## src/rtl/hazard_ctrl_if.sv

```systemverilog
// Handshake bundle between the pipeline datapath (master) and hazard_ctrl (slave).
// stall_cnt exists only when HAZARD_PERF_EN is defined.
interface hazard_ctrl_if;
  logic [2:0]  rs_id;
  logic [2:0]  rt_id;
  logic        use_rs_id;
  logic        use_rt_id;
  logic        halt_id;
  logic        memread_ex;
  logic [2:0]  regwrite_adr_ex;
  logic        branch_taken_ex;
  logic        mem_req_mem;
  logic        mem_ready;
  logic        resume;
  logic        en_pc;
  logic        en_ifid;
  logic        en_idex;
  logic        en_exmem;
  logic        en_memwb;
  logic        flush_ifid;
  logic        flush_idex;
  logic        flush_exmem;
  logic        flush_memwb;
  logic        halted;
`ifdef HAZARD_PERF_EN
  logic [15:0] stall_cnt;

  modport master (
    output rs_id, rt_id, use_rs_id, use_rt_id, halt_id, memread_ex,
           regwrite_adr_ex, branch_taken_ex, mem_req_mem, mem_ready, resume,
    input  en_pc, en_ifid, en_idex, en_exmem, en_memwb,
           flush_ifid, flush_idex, flush_exmem, flush_memwb, halted, stall_cnt
  );

  modport slave (
    input  rs_id, rt_id, use_rs_id, use_rt_id, halt_id, memread_ex,
           regwrite_adr_ex, branch_taken_ex, mem_req_mem, mem_ready, resume,
    output en_pc, en_ifid, en_idex, en_exmem, en_memwb,
           flush_ifid, flush_idex, flush_exmem, flush_memwb, halted, stall_cnt
  );
`else
  modport master (
    output rs_id, rt_id, use_rs_id, use_rt_id, halt_id, memread_ex,
           regwrite_adr_ex, branch_taken_ex, mem_req_mem, mem_ready, resume,
    input  en_pc, en_ifid, en_idex, en_exmem, en_memwb,
           flush_ifid, flush_idex, flush_exmem, flush_memwb, halted
  );

  modport slave (
    input  rs_id, rt_id, use_rs_id, use_rt_id, halt_id, memread_ex,
           regwrite_adr_ex, branch_taken_ex, mem_req_mem, mem_ready, resume,
    output en_pc, en_ifid, en_idex, en_exmem, en_memwb,
           flush_ifid, flush_idex, flush_exmem, flush_memwb, halted
  );
`endif
endinterface

```

## src/rtl/hazard_ctrl.sv

```systemverilog
// Pipeline sequencing controller: load-use, taken branch, memory wait and HLT drain/halt.
// Optional stall-cycle counter enabled by defining HAZARD_PERF_EN.
module hazard_ctrl #(
  parameter int DRAIN_CYCLES = 3
) (
  input  logic         clk,
  input  logic         reset,
  hazard_ctrl_if.slave bus
);

  typedef enum logic [1:0] {RUN, DRAIN, HALT} state_t;

  localparam logic [2:0] DRAIN_LAST = 3'(DRAIN_CYCLES - 1);

  state_t     state_q;
  logic [2:0] drain_cnt_q;

  logic       mstall;
  logic       lu;
  logic [1:0] src_hit;

  // One comparator per source operand; r0 is compared like any other register.
  genvar gi;
  generate
    for (gi = 0; gi < 2; gi++) begin : g_src
      logic [2:0] adr;
      logic       used;
      assign adr  = (gi == 0) ? bus.rs_id : bus.rt_id;
      assign used = (gi == 0) ? bus.use_rs_id : bus.use_rt_id;
      assign src_hit[gi] = used && (adr == bus.regwrite_adr_ex);
    end
  endgenerate

  assign mstall = bus.mem_req_mem && !bus.mem_ready;
  assign lu     = bus.memread_ex && (|src_hit);

  always_comb begin
    bus.en_pc       = 1'b1;
    bus.en_ifid     = 1'b1;
    bus.en_idex     = 1'b1;
    bus.en_exmem    = 1'b1;
    bus.en_memwb    = 1'b1;
    bus.flush_ifid  = 1'b0;
    bus.flush_idex  = 1'b0;
    bus.flush_exmem = 1'b0;
    bus.flush_memwb = 1'b0;
    bus.halted      = 1'b0;
    if (reset) begin
      bus.en_pc    = 1'b0;
      bus.en_ifid  = 1'b0;
      bus.en_idex  = 1'b0;
      bus.en_exmem = 1'b0;
      bus.en_memwb = 1'b0;
    end else begin
      case (state_q)
        RUN, DRAIN: begin
          if (mstall) begin
            // Hold everything up to EX/MEM and push a bubble into WB.
            bus.en_pc       = 1'b0;
            bus.en_ifid     = 1'b0;
            bus.en_idex     = 1'b0;
            bus.en_exmem    = 1'b0;
            bus.flush_memwb = 1'b1;
          end else if (state_q == RUN && bus.branch_taken_ex) begin
            bus.flush_ifid = 1'b1;
            bus.flush_idex = 1'b1;
          end else if (state_q == DRAIN || lu || bus.halt_id) begin
            bus.en_pc      = 1'b0;
            bus.en_ifid    = 1'b0;
            bus.flush_idex = 1'b1;
          end
        end
        HALT: begin
          bus.en_pc      = 1'b0;
          bus.en_ifid    = 1'b0;
          bus.en_idex    = 1'b0;
          bus.en_exmem   = 1'b0;
          bus.en_memwb   = 1'b0;
          bus.halted     = 1'b1;
          bus.flush_ifid = bus.resume;
        end
        default: ;
      endcase
    end
  end

  always_ff @(posedge clk) begin
    if (reset) begin
      state_q     <= RUN;
      drain_cnt_q <= 3'd0;
    end else begin
      case (state_q)
        RUN: begin
          if (!mstall && !bus.branch_taken_ex && !lu && bus.halt_id) begin
            state_q     <= DRAIN;
            drain_cnt_q <= 3'd0;
          end
        end
        DRAIN: begin
          if (!mstall) begin
            if (drain_cnt_q == DRAIN_LAST) begin
              state_q     <= HALT;
              drain_cnt_q <= 3'd0;
            end else begin
              drain_cnt_q <= drain_cnt_q + 3'd1;
            end
          end
        end
        HALT: begin
          if (bus.resume) state_q <= RUN;
        end
        default: state_q <= RUN;
      endcase
    end
  end

`ifdef HAZARD_PERF_EN
  logic [15:0] stall_cnt_q;

  // Saturating count of cycles in which the PC is held, HALT included.
  always_ff @(posedge clk) begin
    if (reset) begin
      stall_cnt_q <= 16'd0;
    end else if (!bus.en_pc && stall_cnt_q != 16'hFFFF) begin
      stall_cnt_q <= stall_cnt_q + 16'd1;
    end
  end

  assign bus.stall_cnt = stall_cnt_q;
`endif

endmodule

```

## src/flat_wrapper.sv

```systemverilog
// flat-port wrapper written by rule: the top's interface ports become plain ports
module hazard_ctrl_flat 
#(
  parameter int DRAIN_CYCLES = 3
)
  (clk, reset, bus_rs_id, bus_rt_id, bus_use_rs_id, bus_use_rt_id, bus_halt_id, bus_memread_ex, bus_regwrite_adr_ex, bus_branch_taken_ex, bus_mem_req_mem, bus_mem_ready, bus_resume, bus_en_pc, bus_en_ifid, bus_en_idex, bus_en_exmem, bus_en_memwb, bus_flush_ifid, bus_flush_idex, bus_flush_exmem, bus_flush_memwb, bus_halted);
  hazard_ctrl_if bus_i ();
  input  logic clk;
  input  logic reset;
  input wire logic [$bits(bus_i.rs_id)-1:0] bus_rs_id;
  input wire logic [$bits(bus_i.rt_id)-1:0] bus_rt_id;
  input wire logic [$bits(bus_i.use_rs_id)-1:0] bus_use_rs_id;
  input wire logic [$bits(bus_i.use_rt_id)-1:0] bus_use_rt_id;
  input wire logic [$bits(bus_i.halt_id)-1:0] bus_halt_id;
  input wire logic [$bits(bus_i.memread_ex)-1:0] bus_memread_ex;
  input wire logic [$bits(bus_i.regwrite_adr_ex)-1:0] bus_regwrite_adr_ex;
  input wire logic [$bits(bus_i.branch_taken_ex)-1:0] bus_branch_taken_ex;
  input wire logic [$bits(bus_i.mem_req_mem)-1:0] bus_mem_req_mem;
  input wire logic [$bits(bus_i.mem_ready)-1:0] bus_mem_ready;
  input wire logic [$bits(bus_i.resume)-1:0] bus_resume;
  output wire logic [$bits(bus_i.en_pc)-1:0] bus_en_pc;
  output wire logic [$bits(bus_i.en_ifid)-1:0] bus_en_ifid;
  output wire logic [$bits(bus_i.en_idex)-1:0] bus_en_idex;
  output wire logic [$bits(bus_i.en_exmem)-1:0] bus_en_exmem;
  output wire logic [$bits(bus_i.en_memwb)-1:0] bus_en_memwb;
  output wire logic [$bits(bus_i.flush_ifid)-1:0] bus_flush_ifid;
  output wire logic [$bits(bus_i.flush_idex)-1:0] bus_flush_idex;
  output wire logic [$bits(bus_i.flush_exmem)-1:0] bus_flush_exmem;
  output wire logic [$bits(bus_i.flush_memwb)-1:0] bus_flush_memwb;
  output wire logic [$bits(bus_i.halted)-1:0] bus_halted;
  assign bus_i.rs_id = bus_rs_id;
  assign bus_i.rt_id = bus_rt_id;
  assign bus_i.use_rs_id = bus_use_rs_id;
  assign bus_i.use_rt_id = bus_use_rt_id;
  assign bus_i.halt_id = bus_halt_id;
  assign bus_i.memread_ex = bus_memread_ex;
  assign bus_i.regwrite_adr_ex = bus_regwrite_adr_ex;
  assign bus_i.branch_taken_ex = bus_branch_taken_ex;
  assign bus_i.mem_req_mem = bus_mem_req_mem;
  assign bus_i.mem_ready = bus_mem_ready;
  assign bus_i.resume = bus_resume;
  assign bus_en_pc = bus_i.en_pc;
  assign bus_en_ifid = bus_i.en_ifid;
  assign bus_en_idex = bus_i.en_idex;
  assign bus_en_exmem = bus_i.en_exmem;
  assign bus_en_memwb = bus_i.en_memwb;
  assign bus_flush_ifid = bus_i.flush_ifid;
  assign bus_flush_idex = bus_i.flush_idex;
  assign bus_flush_exmem = bus_i.flush_exmem;
  assign bus_flush_memwb = bus_i.flush_memwb;
  assign bus_halted = bus_i.halted;
  hazard_ctrl #(.DRAIN_CYCLES(DRAIN_CYCLES)) u_core (.clk(clk), .reset(reset), .bus(bus_i));
endmodule
```

## config.mk

```make
export PLATFORM = sky130hd
export DESIGN_NAME = hazard_ctrl_flat
export DESIGN_NICKNAME = d
export VERILOG_FILES = /design/src/rtl/hazard_ctrl_if.sv /design/src/rtl/hazard_ctrl.sv /design/src/flat_wrapper.sv
export SDC_FILE = /design/constraint.sdc
export NUM_CORES = 1
export LEC_CHECK = 0
export CORE_MARGIN = 2
export CORE_UTILIZATION = 33
export DETAILED_ROUTE_END_ITERATION = 16
export PLACE_DENSITY = 0.73
export SLEW_MARGIN = 10
export SYNTH_ARGS = -nofsm -noshare
export SYNTH_HDL_FRONTEND = slang
export SYNTH_SLANG_ARGS = --single-unit
```

## constraint.sdc

```tcl
create_clock -name clk -period 1.5 [get_ports clk]
set_input_delay 0.3 -clock clk [delete_from_list [all_inputs] [get_ports clk]]
set_output_delay 0.3 -clock clk [all_outputs]
set_load 0.005 [all_outputs]
```

==> run summary <==
- post-synthesis instance area: 529 um2
- number of flops mapped to enable cells by yosys: 0
- YS warnings: 0
- fin crit period: 1.61 ns
- setup repair after global routing missed its margin: true
- Primary FF master, synth: sky130_fd_sc_hd__dfxtp_1
- Floorplan Core Area: 1510 um2
- Die Width: 44.0 um
- mean number of vias per cell: 5.12
- proportion of power drawn by flip-flops and latches: 0.313
- leakage power figure: 0.426 nW
- clock tree root driver cell: sky130_fd_sc_hd__clkbuf_4
- clock sink count: 5
- number of hold violations in the final report: 0
- final wirelength: 1610 um
- row count: 14
- aggregate global-route resource usage: 0.173
- Die ar.: 1940 um2
- Hold Buf Count CTS: 0
- worst supply voltage drop on vdd: 0.000652 V
- starting density of the core: 0.351
- post-route worst setup slack: -0.106 ns
- fraction of layout instances using a drive strength above 1: 0.447
- number of cells in the finished layout apart from fillers: 130
- ANT cells: 0
- number of global-route vias before repair: 667
- Max Buffers Root-to-Sink: 2
- Final Setup Violations: 4
- total number of nets in the final design: 134
- maximum net fanout on the critical path: 3
- result of the run: finished, violations left
- Routed Antenna Nets: 0
- post-synthesis to final-layout area growth: 77.3%
- boundary pin count: 29
- number of maximum-capacitance constraint violations: 0
- fraction of power consumed by the clock network: 0.276
- routability cong.: 0.782
- Crit Path Class: register to primary output
- half-perimeter wire length of the detailed placement result: 1200 um
- failing checks: negative setup slack
- first-iteration detailed-routing DRC count: 4
- internal cell power: 0.000383 W
- fraction of the yosys area taken by sequential cells: 0.189
- Wirelength per Cell: 12.4 um
- number of antenna violations at the first check in global routing: 0
- Hold WC Path Type: register to register
- pin count of the biggest net entering global routing: 13
- critical path required time: 1.20 ns
- Async SR Flop Fraction: 0
- PD cells: 584 nW/um2
- data arrival time of the critical path: 1.31 ns
- Mapped Avg Cell Area: 7.45 um2
- y dimension of the die: 44.0 um
- proportion of total power due to net switching: 0.302
- detailed-route via count: 665
- Max Freq: 623 MHz
- Placed Cells incl. Taps: 123
- net count of the mapped netlist: 90
- number of buffers added by the clock tree synthesis step: 3
- number of detailed-route iterations in the first pass: 2
- kind of launch point of the worst setup path: register
- wire length of the first global-routing pass: 2520 um
- overall overflow remaining after global route: 0
- Synth Instances: 71
- Worst Skew: 0.00188 ns
- Buffers on Ports: 27
- type of element capturing the critical path: primary output
- Slew Limit Fails: 0
- Switching Power: 0.000165 W
- part of the cycle the worst path needs: 1.07
- source-to-sink clock delay at the later pin of the worst-skew pair: 0.24 ns
- TNS Setup: -0.219 ns
- clock input transition at the sequential cells of the worst setup and hold paths: 0.04 ns
- number of distinct standard cells referenced by the synthesized netlist: 33
- share of total power in combinational logic: 0.411
- synthesis-stage register bit count: 5
- TritonCTS clock tree: done
- CTS H-tree depth: 1
- DR DRC count: 0
## metrics by stage
stage	area, um2	utilization	worst slack, ns	total power, W	hold WS (ns)
after detailed placement	907	0.602	-0.841	0.000403	0.543
after global routing	938	0.623	-0.182	0.000586	0.588
final	938	0.623	-0.106	0.000548	0.559
after floorplan	541	-	0.00300	0.000279	0.463
after global placement	907	0.602	-0.788	0.000397	0.547
after CTS	900	0.597	-0.128	0.000542	0.550
## critical path: stages, from the launching register on
cell	delay [ns]
sky130_fd_sc_hd__dfxtp_2	0.32
sky130_fd_sc_hd__nor2b_4	0.14
sky130_fd_sc_hd__a211oi_4	0.18
sky130_fd_sc_hd__a21boi_2	0.19
sky130_fd_sc_hd__a31o_1	0.12
sky130_fd_sc_hd__buf_2	0.12
## Yosys cell counts (all sizes together), types with 2 or more instances
cell    instances  area share
xnor2           7        0.12
nor2            6       0.043
buf             5       0.061
dfxtp           5        0.19
nand2           5       0.035
nand2b          4       0.047
nor3            4       0.038
o21ai           4       0.038
inv             3       0.021
nand3b          3       0.043
a21oi           2       0.019
and4            2       0.033
nand3           2       0.019
nor2b           2       0.038
nor4bb          2       0.038
## sequential cells by signal (all words and copies together), names as in the netlist
signal / flops
u_core.drain_cnt_q: 3
u_core.state_q: 2
## power by group through the flow
stage	Combinational [W]	Sequential, W	Clock [W]
after global placement	0.000226	0.000171	0
after CTS	0.000212	0.000169	0.000161
after detailed placement	0.000230	0.000173	0
after floorplan	0.000113	0.000166	0
final	0.000225	0.000171	0.000151
after global routing	0.000249	0.000173	0.000164
## timing repair
action,in CTS,in global routing
setup buffers,2,1
pin swaps,13,5
gates resized for setup,73,15
endpoints found under the setup margin,11,7
## per-layer routing
metal  GRT usage  vias to the layer above  wire length, um
li1            -                      333                -
met1       0.173                      309              600
met2       0.335                       23              907
met3      0.0653                        0               98
met4      0.0364                        0                0
met5           0                        -                0
## area by class of cell
class / instances / area (um2)
Sequential cell: 5 / 103
Clock buffer: 4 / 26.3
Fill cell: 144 / 568
Tap cell: 16 / 20.0
Multi-Input combinational cell: 57 / 427
Inverter: 3 / 11.3
Timing Repair Buffer: 45 / 352
## kinds of logic after synthesis
group	synth area share
other	0.00709
XOR/XNOR	0.116
flip-flops	0.189
buffers and inverters	0.0898
AND/OR/NAND/NOR	0.374
AO/OA/AOI/OAI	0.225
## final timing paths
path	start	end	slack (ns)	cells after the start
worst max-delay path	u_core.state_q[1]	bus_en_pc	-0.11	5
worst min-delay path	u_core.drain_cnt_q[2]	u_core.drain_cnt_q[2]	0.56	2
worst max register to register	u_core.state_q[0]	u_core.drain_cnt_q[1]	0.21	6
worst min register to register	u_core.drain_cnt_q[2]	u_core.drain_cnt_q[2]	0.56	2
## placed cells by master, fill, tap and decap left out, types with 2 or more instances in the layout
master                            instances
sky130_fd_sc_hd__xnor2_1                  7
sky130_fd_sc_hd__inv_1                    2
sky130_fd_sc_hd__nor3_2                   2
sky130_fd_sc_hd__dfxtp_2                  2
sky130_fd_sc_hd__nand3b_1                 3
sky130_fd_sc_hd__buf_2                   11
sky130_fd_sc_hd__clkdlybuf4s15_1          2
sky130_fd_sc_hd__clkbuf_2                 3
sky130_fd_sc_hd__nor3_1                   2
sky130_fd_sc_hd__buf_4                   14
sky130_fd_sc_hd__nor2_1                   5
sky130_fd_sc_hd__nand2b_1                 4
sky130_fd_sc_hd__nor4bb_1                 2
sky130_fd_sc_hd__nand3_1                  2
sky130_fd_sc_hd__buf_6                    6
sky130_fd_sc_hd__nand2_1                  5
sky130_fd_sc_hd__a21oi_1                  2
sky130_fd_sc_hd__nor2b_4                  2
sky130_fd_sc_hd__clkbuf_4                 3
sky130_fd_sc_hd__dlygate4sd2_1            4
sky130_fd_sc_hd__clkdlybuf4s50_1          3
sky130_fd_sc_hd__dfxtp_1                  3
sky130_fd_sc_hd__o21ai_1                  2
sky130_fd_sc_hd__and4_1                   2
(Power assumes the default switching activity.)
